<file path="config.mk">
export PLATFORM = sky130hd
export DESIGN_NAME = integral_window_deserializer_flat
export DESIGN_NICKNAME = d
export VERILOG_FILES = /design/src/rtl/integral_window_deserializer_if.sv /design/src/rtl/integral_window_deserializer.sv /design/src/flat_wrapper.sv
export SDC_FILE = /design/constraint.sdc
export NUM_CORES = 1
export LEC_CHECK = 0
export CAP_MARGIN = 20
export CELL_PAD_IN_SITES_DETAIL_PLACEMENT = 1
export CELL_PAD_IN_SITES_GLOBAL_PLACEMENT = 2
export CORE_ASPECT_RATIO = 0.9
export CORE_UTILIZATION = 28
export DETAILED_ROUTE_END_ITERATION = 8
export PLACE_DENSITY = 0.81
export SLEW_MARGIN = 20
export SYNTH_ARGS = -nofsm -noshare
export SYNTH_HDL_FRONTEND = slang
export SYNTH_SLANG_ARGS = --single-unit
export TNS_END_PERCENT = 20
</file>
<file path="constraint.sdc">
create_clock -name clk_fpga -period 3.2 [get_ports clk_fpga]
set_clock_uncertainty 0.2 [all_clocks]
set_input_delay 0.48 -clock clk_fpga [delete_from_list [all_inputs] [get_ports clk_fpga]]
set_output_delay 0.48 -clock clk_fpga [all_outputs]
set_load 0.05 [all_outputs]
</file>
<file path="src/rtl/integral_window_deserializer_if.sv">
// Bus bundle between the integral-image FIFO, the window deserializer and the classifier.
// o_window_sum exists only when WINDOW_SUM_EN is defined.
interface integral_window_deserializer_if #(
    parameter int unsigned DATA_WIDTH = 8,
    parameter int unsigned ADDR_WIDTH = 10,
    parameter int unsigned WIN_WIDTH  = 3,
    parameter int unsigned WIN_HEIGHT = 3
);
    localparam int unsigned N     = WIN_WIDTH * WIN_HEIGHT;
    localparam int unsigned WIN_W = DATA_WIDTH * N;
`ifdef WINDOW_SUM_EN
    localparam int unsigned SUM_W = DATA_WIDTH + $clog2(N);
`endif

    logic [DATA_WIDTH-1:0] i_fifo_q;
    logic [ADDR_WIDTH-1:0] i_fifo_usedw;
    logic                  i_fifo_empty;
    logic                  o_fifo_rdreq;
    logic [WIN_W-1:0]      o_window;
    logic                  o_window_valid;
    logic                  i_window_ready;
    logic                  o_underflow;
`ifdef WINDOW_SUM_EN
    logic [SUM_W-1:0]      o_window_sum;
`endif

    // Deserializer side
    modport master (
        input  i_fifo_q,
        input  i_fifo_usedw,
        input  i_fifo_empty,
        input  i_window_ready,
        output o_fifo_rdreq,
        output o_window,
        output o_window_valid,
        output o_underflow
`ifdef WINDOW_SUM_EN
        ,
        output o_window_sum
`endif
    );

    // FIFO / classifier side
    modport slave (
        output i_fifo_q,
        output i_fifo_usedw,
        output i_fifo_empty,
        output i_window_ready,
        input  o_fifo_rdreq,
        input  o_window,
        input  o_window_valid,
        input  o_underflow
`ifdef WINDOW_SUM_EN
        ,
        input  o_window_sum
`endif
    );
endinterface

</file>
<file path="src/rtl/integral_window_deserializer.sv">
// Drains one full integral-image window from the FIFO in a single burst and presents it in parallel.
// Optional WINDOW_SUM_EN adds a running sum of the captured window elements.
module integral_window_deserializer #(
    parameter int unsigned DATA_WIDTH = 8,
    parameter int unsigned ADDR_WIDTH = 10,
    parameter int unsigned WIN_WIDTH  = 3,
    parameter int unsigned WIN_HEIGHT = 3
) (
    input  logic                           clk_fpga,
    input  logic                           reset_fpga,
    integral_window_deserializer_if.master bus
);
    localparam int unsigned N     = WIN_WIDTH * WIN_HEIGHT;
    localparam int unsigned CNT_W = $clog2(N);
    localparam int unsigned WIN_W = DATA_WIDTH * N;
    localparam logic [ADDR_WIDTH-1:0] N_LEVEL  = ADDR_WIDTH'(N);
    localparam logic [CNT_W-1:0]      LAST_IDX = CNT_W'(N - 1);
`ifdef WINDOW_SUM_EN
    localparam int unsigned SUM_W = DATA_WIDTH + CNT_W;
`endif

    typedef enum logic [1:0] {
        IDLE  = 2'd0,
        READ  = 2'd1,
        DRAIN = 2'd2,
        HOLD  = 2'd3
    } state_t;

    state_t           state;
    logic [CNT_W-1:0] rd_cnt;
    logic [CNT_W-1:0] cap_idx;
    logic             rd_pend;
    logic             rdreq;
    logic             window_valid;
    logic             underflow;
    logic [WIN_W-1:0] window;
`ifdef WINDOW_SUM_EN
    logic [SUM_W-1:0] window_sum;
`endif

    always_ff @(posedge clk_fpga) begin
        if (reset_fpga) begin
            state        <= IDLE;
            rd_cnt       <= '0;
            cap_idx      <= '0;
            rd_pend      <= 1'b0;
            rdreq        <= 1'b0;
            window_valid <= 1'b0;
            underflow    <= 1'b0;
            window       <= '0;
`ifdef WINDOW_SUM_EN
            window_sum   <= '0;
`endif
        end else begin
            // FIFO data lags the request by one cycle
            rd_pend <= rdreq;

            if (rdreq && bus.i_fifo_empty) begin
                underflow <= 1'b1;
            end

            if (rd_pend) begin
                for (int unsigned i = 0; i < N; i++) begin
                    if (cap_idx == CNT_W'(i)) begin
                        window[i*DATA_WIDTH +: DATA_WIDTH] <= bus.i_fifo_q;
                    end
                end
                cap_idx <= (cap_idx == LAST_IDX) ? '0 : cap_idx + CNT_W'(1);
`ifdef WINDOW_SUM_EN
                // First capture of a window restarts the accumulator
                if (cap_idx == '0) begin
                    window_sum <= SUM_W'(bus.i_fifo_q);
                end else begin
                    window_sum <= window_sum + SUM_W'(bus.i_fifo_q);
                end
`endif
            end

            case (state)
                IDLE: begin
                    if (bus.i_fifo_usedw >= N_LEVEL) begin
                        state  <= READ;
                        rdreq  <= 1'b1;
                        rd_cnt <= '0;
                    end
                end
                READ: begin
                    if (rd_cnt == LAST_IDX) begin
                        rdreq <= 1'b0;
                        state <= DRAIN;
                    end else begin
                        rd_cnt <= rd_cnt + CNT_W'(1);
                    end
                end
                DRAIN: begin
                    window_valid <= 1'b1;
                    state        <= HOLD;
                end
                HOLD: begin
                    if (window_valid && bus.i_window_ready) begin
                        window_valid <= 1'b0;
                        state        <= IDLE;
                    end
                end
                default: state <= IDLE;
            endcase
        end
    end

    assign bus.o_fifo_rdreq   = rdreq;
    assign bus.o_window       = window;
    assign bus.o_window_valid = window_valid;
    assign bus.o_underflow    = underflow;
`ifdef WINDOW_SUM_EN
    assign bus.o_window_sum   = window_sum;
`endif

endmodule
</file>
<file path="src/flat_wrapper.sv">
// flat-port wrapper written by rule: the top's interface ports become plain ports
module integral_window_deserializer_flat 
#(
    parameter int unsigned DATA_WIDTH = 8,
    parameter int unsigned ADDR_WIDTH = 10,
    parameter int unsigned WIN_WIDTH  = 3,
    parameter int unsigned WIN_HEIGHT = 3
)
  (clk_fpga, reset_fpga, bus_i_fifo_q, bus_i_fifo_usedw, bus_i_fifo_empty, bus_i_window_ready, bus_o_fifo_rdreq, bus_o_window, bus_o_window_valid, bus_o_underflow);
  integral_window_deserializer_if #(.DATA_WIDTH(DATA_WIDTH), .ADDR_WIDTH(ADDR_WIDTH), .WIN_WIDTH(WIN_WIDTH), .WIN_HEIGHT(WIN_HEIGHT)) bus_i ();
  input  logic clk_fpga;
  input  logic reset_fpga;
  input wire logic [$bits(bus_i.i_fifo_q)-1:0] bus_i_fifo_q;
  input wire logic [$bits(bus_i.i_fifo_usedw)-1:0] bus_i_fifo_usedw;
  input wire logic [$bits(bus_i.i_fifo_empty)-1:0] bus_i_fifo_empty;
  input wire logic [$bits(bus_i.i_window_ready)-1:0] bus_i_window_ready;
  output wire logic [$bits(bus_i.o_fifo_rdreq)-1:0] bus_o_fifo_rdreq;
  output wire logic [$bits(bus_i.o_window)-1:0] bus_o_window;
  output wire logic [$bits(bus_i.o_window_valid)-1:0] bus_o_window_valid;
  output wire logic [$bits(bus_i.o_underflow)-1:0] bus_o_underflow;
  assign bus_i.i_fifo_q = bus_i_fifo_q;
  assign bus_i.i_fifo_usedw = bus_i_fifo_usedw;
  assign bus_i.i_fifo_empty = bus_i_fifo_empty;
  assign bus_i.i_window_ready = bus_i_window_ready;
  assign bus_o_fifo_rdreq = bus_i.o_fifo_rdreq;
  assign bus_o_window = bus_i.o_window;
  assign bus_o_window_valid = bus_i.o_window_valid;
  assign bus_o_underflow = bus_i.o_underflow;
  integral_window_deserializer #(.DATA_WIDTH(DATA_WIDTH), .ADDR_WIDTH(ADDR_WIDTH), .WIN_WIDTH(WIN_WIDTH), .WIN_HEIGHT(WIN_HEIGHT)) u_core (.clk_fpga(clk_fpga), .reset_fpga(reset_fpga), .bus(bus_i));
endmodule
</file>
-- After elaboration in Yosys (flattened, before gate mapping)
Cells that the tools add are included.
- register bits after elaboration: 86
- equality and inequality tests: 16
- magnitude comparators: 1
- multiplexer cells: 13
- add/subtract/negate cells: 2
- reduce and logical (&&, ||, !) cells: 19
- operator list (operator ; count):
    $reduce_and A2 Y1 ; 10
    $eq A4 B3 Y1 const B ; 4
    $mux W4 ; 3
    $ge A10 B4 Y1 const B ; 1
    $reduce_and A3 Y1 ; 3
    $add A4 B1 Y4 const B ; 2
    $eq A4 B2 Y1 const B ; 2
    $eq A4 B4 Y1 const B ; 2
    $pmux W2 S4 ; 1
    $pmux W4 S2 ; 1
    $mux W2 ; 3
    $ne A2 B1 Y1 const B ; 3
    $eq A2 B2 Y1 const B ; 2
    $eq A4 B1 Y1 const B ; 1
    $logic_not A4 Y1 ; 1
    $pmux W1 S2 ; 2
    $reduce_bool A2 Y1 ; 2
    $mux W1 ; 3
    $eq A2 B1 Y1 const B ; 1
    $logic_and A1 B1 Y1 ; 2
    $logic_not A2 Y1 ; 1
    $ne A2 B2 Y1 const B ; 1

-- Logic depth before layout (Yosys ltp)
Gate-level depths: netlist of the first run.
- depth in word-level cells: 3
- mapped depth: 7
- gate-level depth less buffers: 6

-- Worst setup path before layout of the first run
OpenSTA, ideal clock, no wires.
- kind: reg-to-reg
- start point: reg u_core.state[0]
- end point: reg u_core.rd_cnt[2]
- cell stages (with the launch flop): 8
- period minus slack after synthesis: 1.908 ns
- buffers on the path: 1
- setup time: 0.070 ns
- data required time: 2.930 ns
- arrival: 1.638 ns
- path slack: 1.292 ns
- cell sequence: dfxtp_1 inv_1 ha_1 nor4b_4 and3_1 buf_6 or4_1 a21oi_1
- word-level cells in the longest chain between the ends: 3
- ends and longest elaborated chain (element ; RTL line ; text):
    start: declaration ; integral_window_deserializer.sv:29 ; state_t state;
    start signal: assignment ; integral_window_deserializer.sv:43 ; state <= IDLE;
    start signal: assignment ; integral_window_deserializer.sv:82 ; state <= READ;
    start signal: assignment ; integral_window_deserializer.sv:90 ; state <= DRAIN;
    $eq A2 B1 Y1 or $logic_not A2 Y1 (tied branches) ; integral_window_deserializer.sv:79 ; case (state)
    $ne A2 B2 Y1 (no source line) (tied with other cells) ; -- ;
    $reduce_and A3 Y1 (no source line) ; -- ;
    end signal: assignment ; integral_window_deserializer.sv:92 ; rd_cnt <= rd_cnt + CNT_W'(1);
    end: declaration ; integral_window_deserializer.sv:30 ; logic [CNT_W-1:0] rd_cnt;
Several ways; a longest one is shown, not always the timed one.
A chain may end at the register's enable or synchronous reset.

-- Final worst setup path of the first run
- start point: reg u_core.rdreq (netlist: u_core.bus.o_fifo_rdreq)
- end point: out bus_o_fifo_rdreq
- RTL lines (element ; RTL line ; text):
    start: declaration ; integral_window_deserializer.sv:33 ; logic rdreq;
    start signal: assignment ; integral_window_deserializer.sv:47 ; rdreq <= 1'b0;
    start signal: assignment ; integral_window_deserializer.sv:83 ; rdreq <= 1'b1;
    start signal: assignment ; integral_window_deserializer.sv:89 ; rdreq <= 1'b0;
    end: declaration ; flat_wrapper.sv:17 ; output wire logic [$bits(bus_i.o_fifo_rdreq)-1:0] bus_o_fifo_rdreq;
No word-level cell between the ends.

==> results of run 1 <==
final timing paths:
check | depth (start not counted) | startpoint | slack [ns] | to
hold reg to reg | 2 | u_core.bus.o_window[59]$_SDFFE_PP0P_ | 0.25 | u_core.bus.o_window[59]$_SDFFE_PP0P_
setup / recovery | 1 | u_core.bus.o_fifo_rdreq$_SDFFE_PP0P_ | 0.94 | bus_o_fifo_rdreq
hold / removal | 2 | u_core.bus.o_window[59]$_SDFFE_PP0P_ | 0.25 | u_core.bus.o_window[59]$_SDFFE_PP0P_
setup reg to reg | 6 | u_core.state[0]$_SDFFE_PP0P_ | 1.09 | u_core.rd_cnt[2]$_SDFFE_PP0P_
tightest hold or removal path, delay by kind of cell (launching register included):
kind            cells  cell delay [ns]
flops               1             0.31
compound gates      1             0.05
simple gates        1             0.05
synth_stat cells, drive strengths merged, types with 2 or more instances:
library cell,n
nor2,12
dfxtp,86
ha,10
o21ai,4
nand3,9
xor2,2
nand2,152
buf,5
nor3,5
inv,8
nand2b,5
o31ai,2
clkbuf,18
and3,2
a21oi,82
nor2b,7
flip-flops by register name, summed over array words and instances (netlist names):
register,count
u_core.rd_cnt,4
u_core.rd_pend,1
u_core.bus.o_window,72
u_core.cap_idx,4
u_core.bus.o_fifo_rdreq,1
u_core.bus.o_window_valid,1
u_core.bus.o_underflow,1
u_core.state,2
logic make-up after synthesis:
logic type,count (synthesis),share of synthesized area (%)
fa+ha+maj,10,3.73
flops,86,51.3
mux,1,0.298
compound gates,95,15.1
buf+inv,31,3.80
simple gates,199,25.0
xor+xnor,3,0.783
report_power, final:
group | switching [W] | internal (W) | total [W] | leakage (nW)
logic | 0.000365 | 0.000209 | 0.000575 | 0.730
registers | 0.0000622 | 0.00113 | 0.00119 | 0.695
clock network | 0.000448 | 0.000606 | 0.00105 | 0.134
total | 0.000875 | 0.00195 | 0.00282 | 1.56
stage by stage:
step / hold WS [ns] / instances
2_1_floorplan: 0.265 / 425
3_3_place_gp: 0.242 / 656
3_5_place_dp: 0.248 / 656
4_1_cts: 0.257 / 672
5_1_grt: 0.270 / 672
6_report: 0.253 / 672
cell type report:
class	count	area [µm²]
clock inverter	7	73.8
inverter	8	30.0
fill	1399	6850
clock buffer	9	225
timing repair buffer	98	971
sequential	86	1720
tap	156	195
multi-input combinational	308	1510
routing by layer:
| layer | vias to the layer above | wire length (µm) | GRT usage (%) |
|---|---|---|---|
| met5 | - | 0 | 0 |
| met4 | 0 | 113 | 5.57 |
| met3 | 12 | 411 | 4.61 |
| met2 | 56 | 5130 | 29.6 |
| li1 | 1568 | - | - |
| met1 | 1543 | 4810 | 21.5 |
==> qor.csv, run 1 <==
metric;value;unit
status;completed;
Residual DRC;0;
Area Overhead vs Synth;40.7;%
Finish-stage setup viols;0;
Die Height;106;µm
fin util;40.8;%
Post-synth top flop;dfxtp_1;
core area;11600;µm²
DRT iter0 DRCs;134;
Crit path required time;2.52;ns
largest area contributor in the netlist;dfxtp_1;
most common cell after layout, fill and taps aside;nand2_1;
initial antenna violation count;0;
Fmax achieved;443;MHz
I/O pin count;97;
WS Path Type;reg2out;
Final period util;70.5;%
Synth Area per Inst;7.90;µm²
Final Max Tran Viols;0;
startpoint types;register;
antenna viol nets, final;0;
Synthesis Warnings;0;
Worst-path clk slew;0.06;ns
vias in the first global route;3262;
first-pass GRT wire length;16800;µm
Tot Pwr;0.00282;W
distinct cell type count after synthesis;35;
power density over cell area;597;nW/µm²
clock latency on the worst-skew pair;0.34;ns
diode count;0;
worst slack, placed;0.957;ns
Mapped Cells;425;
final setup TNS;0;ns
H-tree Lvls;3;
Sink Count;86;
Max IR drop VDD;0.000282;V
RSZ-0062 raised after global routing;no;
CP cell instances;clkdlybuf4s50_1;
top post-synthesis cells by area;dfxtp_1, nand2_1, a21oi_1;
area fraction of the dominant cell type after synthesis;51.3;%
drt total wl;10500;µm
Net Count, Synth;457;
hold buffer count at cts;0;
IO buf count;96;
most frequent cells in the layout;nand2_1, clkdlybuf4s50_1, dfxtp_1;
gpl congestion;0.768;
row cnt;37;
total CTS buffers;9;
Tot GR Track Use;17.4;%
total die area;12400;µm²
worst path buffer plus inverter count;1;
fin crit period;2.26;ns
final instance area;4730;µm²
Leak Pwr;1.56;nW
Area after DPL;4430;µm²
CTS tree;done;
die width;117;µm
Final #Nets;543;
Clock Tree Buf Depth;2;
Post-synth EDFFs;0;
worst min path class;reg2reg;
gr ovfl total;0;
ys async rst share;0;%
Seq/Total Area, Yosys;51.3;%
Clk Tree Root Cell;clkbuf_16;
Avg Vias per Cell;4.73;
CP top delay family;buffers and inverters;
CP Capture Type;primary output;
largest net degree at the start of global routing;35;
layout cells sized above 1;4.26;%
Fin. Hold Viols;0;
post-CTS setup buffer count;0;
arrival time of the worst setup path;1.58;ns
slew margin rel.;58.2;%
DRT Pass-1 Iters;4;
DR WL/cell;15.6;µm
slowest stage cell, crit path;clkdlybuf4s50_1;
PnR worst setup slack;0.943;ns
Post-DP HPWL;7440;µm
Max Cap Viol;0;
Crit Path Max Fanout;5;
Initial Util;29.0;%
Least-Margin Pin Slew;0.625;ns
post-CTS sizing;0;
crit-path max cell delay;0.84;ns
Yosys reg bits;86;
via count;3179;
mapped cell area;3360;µm²
No activity file was read; power rests on OpenSTA's default activity.
==> run 2: changes to the inputs <==
--- a/config.mk
+++ b/config.mk
@@ -9,9 +9,9 @@
 export CELL_PAD_IN_SITES_DETAIL_PLACEMENT = 1
 export CELL_PAD_IN_SITES_GLOBAL_PLACEMENT = 2
 export CORE_ASPECT_RATIO = 0.9
-export CORE_UTILIZATION = 28
+export CORE_UTILIZATION = 24
 export DETAILED_ROUTE_END_ITERATION = 8
-export PLACE_DENSITY = 0.81
+export PLACE_DENSITY = 0.74
 export SLEW_MARGIN = 20
 export SYNTH_ARGS = -nofsm -noshare
 export SYNTH_HDL_FRONTEND = slang
==> constraint.sdc (replaced) <==
create_clock -name clk_fpga -period 1.8 [get_ports clk_fpga]
set_clock_uncertainty 0.2 [all_clocks]
set_input_delay 0.27 -clock clk_fpga [delete_from_list [all_inputs] [get_ports clk_fpga]]
set_output_delay 0.27 -clock clk_fpga [all_outputs]
set_load 0.05 [all_outputs]
==> run 2 against run 1 <==
Worst hold slack lost 0.21 ns. Critical path type is now reg2reg. Utilization shrank 5.0 points. Critical path depth grew 5. Cell count grew 5.5%. Setup slack lost 0.92 ns. Clock power grew 89%. Sequential power grew 78%.
==> qor.csv, run 2 (synthesis results as in run 1) <==
metric;value;unit
status;completed;
Final period util;98.7;%
hold buffer count at cts;0;
grt met1 use;19.2;%
FF-to-FF setup slack;0.02;ns
Least-Margin Pin Slew;0.373;ns
crit-path max cell delay;0.47;ns
core area;13500;µm²
Crit Path Max Fanout;6;
die width;127;µm
Fmax achieved;563;MHz
Die Height;114;µm
I/O pin count;97;
fin crit period;1.78;ns
most common cell after layout, fill and taps aside;nand2_1;
Reg2Reg Depth;6;
arrival time of the worst setup path;1.86;ns
M2 GR Usage;25.6;%
Worst R2R Start;u_core.state[0]$_SDFFE_PP0P_;
worst path buffer plus inverter count;1;
Hold Path Origin;reset_fpga;
Initial Util;24.9;%
fin util;35.9;%
H-tree Lvls;3;
IO buf count;96;
CP Capture Type;register;
Worst-path clk slew;0.06;ns
Clk Tree Root Cell;clkbuf_16;
Max Cap Viol;0;
Inst Count DP;692;
layout cells sized above 1;25.3;%
Fin. Hold Viols;0;
gr busiest metal;met2;
Min-Delay Path Depth;2;
WS Path Type;reg2reg;
gpl congestion;0.770;
slowest stage cell, crit path;or4_1;
gr ovfl total;0;
startpoint types;register;
most frequent cells in the layout;nand2_1, buf_4, dfxtp_1;
fillers;1637;
CP cell instances;inv_2, ha_4, nor4b_4, and3_1, or4_1, a21oi_1;
Residual DRC;0;
Final Max Tran Viols;0;
vias in the first global route;3260;
row cnt;40;
Multi-input gate area;1550;µm²
diode count;0;
Post-DP HPWL;7620;µm
post-route insts no fill;709;
Tot GR Track Use;15.5;%
max reg flops;72;
CP top delay family;simple AND/OR/NAND/NOR gates;
CTS tree;done;
final hold slack;0.0476;ns
largest net degree at the start of global routing;44;
Sink Count;86;
Finish-stage setup viols;0;
worst min path class;in2reg;
Area Overhead vs Synth;44.3;%
slew margin rel.;75.1;%
first-pass GRT wire length;17000;µm
DR WL/cell;15.1;µm
Final #Nets;568;
global-route track usage on met3;4.16;%
RSZ-0062 raised after global routing;yes;
total CTS buffers;9;
Max IR drop VDD;0.000571;V
total die area;14500;µm²
antenna viol nets, final;0;
Leak Pwr;1.88;nW
power density over cell area;1090;nW/µm²
drt total wl;10700;µm
RR Endpoint;u_core.rd_cnt[2]$_SDFFE_PP0P_;
Crit path required time;1.88;ns
clock latency on the worst-skew pair;0.34;ns
DRT Pass-1 Iters;5;
Clock Tree Buf Depth;2;
initial antenna violation count;0;
DRT iter0 DRCs;79;
Hold Crit Endpoint;u_core.bus.o_underflow$_SDFFE_PP0P_;
register area;1730;µm²
Avg Vias per Cell;4.51;
via count;3197;
## run 2: cell count changes in the layout (fill, tap and decap cells not counted), sizes merged
cell	before	now
buf	3	103
clkdlybuf4s50	95	20
clkbuf	9	13
clkinvlp	4	0
clkinv	1	2
inv	9	8
## run 2: worst max path at each step
stage | start | endpoint | slack, ns | cells past startpoint
after global placement | bus_i_fifo_usedw[2] | u_core.rd_cnt[2]$_SDFFE_PP0P_ | -0.1 | 5
after global routing | u_core.cap_idx[0]$_SDFFE_PP0P_ | u_core.bus.o_window[0]$_SDFFE_PP0P_ | -0.08 | 6
after detailed placement | bus_i_fifo_usedw[2] | u_core.rd_cnt[2]$_SDFFE_PP0P_ | -0.15 | 5
final | u_core.state[0]$_SDFFE_PP0P_ | u_core.rd_cnt[2]$_SDFFE_PP0P_ | 0.02 | 6
after CTS | u_core.state[0]$_SDFFE_PP0P_ | u_core.rd_cnt[2]$_SDFFE_PP0P_ | 0.001 | 6
after floorplan | u_core.state[0]$_SDFFE_PP0P_ | u_core.rd_cnt[2]$_SDFFE_PP0P_ | 0.02 | 7
## run 2: report_power, final
part | internal (W) | total (W) | leakage (nW) | switching, W
registers | 0.00202 | 0.00212 | 0.696 | 0.000105
logic | 0.000490 | 0.00118 | 1.02 | 0.000695
clock network | 0.00122 | 0.00198 | 0.162 | 0.000760
total | 0.00373 | 0.00529 | 1.88 | 0.00156
## run 2: repair_timing
| item | 4_1_cts | 5_1_grt |
|---|---|---|
| resized for setup | 1 | 10 |
| cloned | 0 | 0 |
| pin swaps | 1 | 1 |
| setup buffers | 1 | 0 |
| setup endpoints to repair | 1 | 58 |
## run 2: cell type report
cell class,count,share of cell area (%)
sequential,86,35.6
multi-input combinational,308,32.0
tap,168,4.34
clock buffer,13,5.79
inverter,8,0.620
timing repair buffer,123,20.8
clock inverter,3,0.826
## run 2: metal layers
metal | vias to the layer above | routed length [µm]
li1 | 1616 | -
met1 | 1506 | 5040
met2 | 61 | 4960
met3 | 14 | 475
met4 | 0 | 206
met5 | - | 0
## run 2: metrics by stage
| step | total power, W | setup TNS [ns] | area [µm²] | setup WS, ns |
|---|---|---|---|---|
| detailed placement | 0.00334 | -0.758 | 4490 | -0.149 |
| global placement | 0.00330 | -0.537 | 4490 | -0.0995 |
| finish | 0.00529 | 0 | 4840 | 0.0239 |
| floorplan | 0.00287 | 0 | 3370 | 0.0159 |
| CTS | 0.00534 | 0 | 4820 | 0.00107 |
| global route | 0.00556 | -1.08 | 4840 | -0.0822 |
==> run 3: changes to the inputs <==
--- a/config.mk
+++ b/config.mk
@@ -10,9 +10,10 @@
 export CELL_PAD_IN_SITES_GLOBAL_PLACEMENT = 2
 export CORE_ASPECT_RATIO = 0.9
 export CORE_UTILIZATION = 24
+export CTS_CLUSTER_SIZE = 24
 export DETAILED_ROUTE_END_ITERATION = 8
+export GPL_TIMING_DRIVEN = 0
 export PLACE_DENSITY = 0.74
-export SLEW_MARGIN = 20
 export SYNTH_ARGS = -nofsm -noshare
 export SYNTH_HDL_FRONTEND = slang
 export SYNTH_SLANG_ARGS = --single-unit
==> run 3 against run 2 <==
Non-clock buffer count fell by 2. The flow now finishes with violations (setup timing). Via count rose by 1.8%. Setup slack got worse by 0.039 ns. Wire length rose by 5.6%. Sequential cell count did not move. Power fell by 1.6%. Worst hold slack improved by 0.13 ns. Clock-buffer cell count fell by 1. Die area did not move. First-iteration DRC count rose by 110%.
==> qor.csv, run 3 (synthesis results as in run 1) <==
metric;value;unit
Post-DP HPWL;7820;µm
critical path endpoint;u_core.rd_cnt[2]$_SDFFE_PP0P_;
total die area;14500;µm²
max reg flops;72;
global-route track usage on met3;3.18;%
gr busiest metal;met2;
DRT iter0 DRCs;164;
CTS tree;done;
largest net degree at the start of global routing;14;
CP startpoint;u_core.rd_cnt[0]$_SDFFE_PP0P_;
hold buffer count at cts;0;
total CTS buffers;9;
most frequent cells in the layout;nand2_1, dfxtp_1, a21oi_1;
slew margin rel.;50.7;%
Worst R2R Start;u_core.rd_cnt[0]$_SDFFE_PP0P_;
core area;13500;µm²
FF-to-FF setup slack;-0.02;ns
fillers;1631;
Tot GR Track Use;15.8;%
Reg2Reg Depth;6;
Tot Pwr;0.00521;W
row cnt;40;
Avg Vias per Cell;4.61;
arrival time of the worst setup path;1.89;ns
IO buf count;87;
Clock Tree Buf Depth;2;
CP cell instances;inv_2, ha_4, and3b_2, a21o_1, or4_1, a21oi_1;
Leak Pwr;1.98;nW
Worst-path clk slew;0.07;ns
Area after DPL;4450;µm²
WS Path Type;reg2reg;
gr ovfl total;0;
grt met1 use;20.5;%
initial antenna violation count;0;
Final Max Tran Viols;0;
power density over cell area;1080;nW/µm²
diode count;0;
Clk Tree Root Cell;clkbuf_16;
Fin. Hold Viols;0;
M2 GR Usage;27.1;%
RR Endpoint;u_core.rd_cnt[2]$_SDFFE_PP0P_;
final setup TNS;-0.0153;ns
clock latency on the worst-skew pair;0.34;ns
layout cells sized above 1;10.6;%
Finish-stage setup viols;1;
Final #Nets;566;
Final period util;101;%
slowest stage cell, crit path;or4_1;
Area Overhead vs Synth;43.6;%
most common cell after layout, fill and taps aside;nand2_1;
gpl congestion;0.754;
I/O pin count;97;
vias in the first global route;3293;
final instance area;4820;µm²
Die Height;114;µm
antenna viol nets, final;0;
crit-path max cell delay;0.46;ns
drt total wl;11300;µm
die width;127;µm
DRT Pass-1 Iters;4;
Max IR drop VDD;0.000449;V
Min-Delay Path Depth;2;
RSZ-0062 raised after global routing;yes;
startpoint types;register;
CP Capture Type;register;
PnR worst setup slack;-0.0153;ns
DR WL/cell;16.0;µm
Sink Count;86;
Fmax achieved;551;MHz
Least-Margin Pin Slew;0.739;ns
worst min path class;in2reg;
first-pass GRT wire length;17500;µm
final hold slack;0.179;ns
H-tree Lvls;3;
Max Cap Viol;0;
Crit path required time;1.87;ns
failing checks;setup timing;
fin crit period;1.82;ns
Crit Path Max Fanout;4;
Residual DRC;0;
via count;3253;
status;finished, violations left;
Initial Util;24.9;%
run 3: cell types whose count changed in the layout (fill, tap and decap cells not counted), sizes merged:
cell / previous run / this run
clkbuf: 13 / 30
clkinv: 2 / 1
dlygate4sd2: 0 / 74
clkinvlp: 0 / 2
buf: 103 / 17
clkdlybuf4s50: 20 / 12
bufinv: 1 / 0
run 3: per-layer routing:
metal  share of wire, %  wire, µm
met1                 47      5280
met2                 49      5500
met3                3.7       417
met4               0.81        91
met5                  0         0
run 3: critical path: cells and delay by family (launching register included):
kind | cells | cell delay, ns
flops | 1 | 0.36
compound gates | 2 | 0.32
simple gates | 2 | 0.67
fa+ha+maj | 1 | 0.15
buf+inv | 1 | 0.06
run 3: final cells by class:
class / instances / area (µm²) / area share [%]
Sequential cell: 86 / 1730 / 35.9
Multi-Input combinational cell: 308 / 1600 / 33.2
Timing Repair Buffer: 99 / 876 / 18.2
Clock buffer: 12 / 256 / 5.32
Tap cell: 168 / 210 / 4.36
Buffer: 22 / 93.8 / 1.95
Inverter: 8 / 35.0 / 0.727
Clock inverter: 3 / 20.0 / 0.415
run 3: what timing repair did:
action	4_1_cts	5_1_grt
buffers inserted	0	12
pin swaps	2	8
endpoints found under the setup margin	94	80
cloned	0	0
gates resized for setup	77	33
run 3: power by group:
group	internal, W	total [W]	switching, W
registers	0.00203	0.00213	0.000103
logic	0.000528	0.00130	0.000771
clock network	0.00100	0.00178	0.000778
total	0.00356	0.00521	0.00165
run 3: stage by stage:
step | cells | worst slack (ns) | util, %
6_report | 706 | -0.0153 | 35.7
5_1_grt | 706 | -0.119 | 35.7
4_1_cts | 695 | -0.0695 | 34.3
3_5_place_dp | 680 | -0.236 | 33.0
3_3_place_gp | 680 | -0.199 | 33.0
2_1_floorplan | 425 | 0.0159 | -
run 3: how the worst min path moves through the flow:
| stage | start | endpoint | slack, ns |
|---|---|---|---|
| 2_1_floorplan | bus_i_fifo_empty | u_core.bus.o_underflow$_SDFFE_PP0P_ | 0.21 |
| 3_3_place_gp | u_core.bus.o_window[32]$_SDFFE_PP0P_ | u_core.bus.o_window[32]$_SDFFE_PP0P_ | 0.25 |
| 3_5_place_dp | u_core.bus.o_window[32]$_SDFFE_PP0P_ | u_core.bus.o_window[32]$_SDFFE_PP0P_ | 0.25 |
| 4_1_cts | reset_fpga | u_core.bus.o_window[60]$_SDFFE_PP0P_ | 0.19 |
| 5_1_grt | bus_i_fifo_q[7] | u_core.bus.o_window[23]$_SDFFE_PP0P_ | 0.24 |
| 6_report | reset_fpga | u_core.bus.o_window[60]$_SDFFE_PP0P_ | 0.18 |
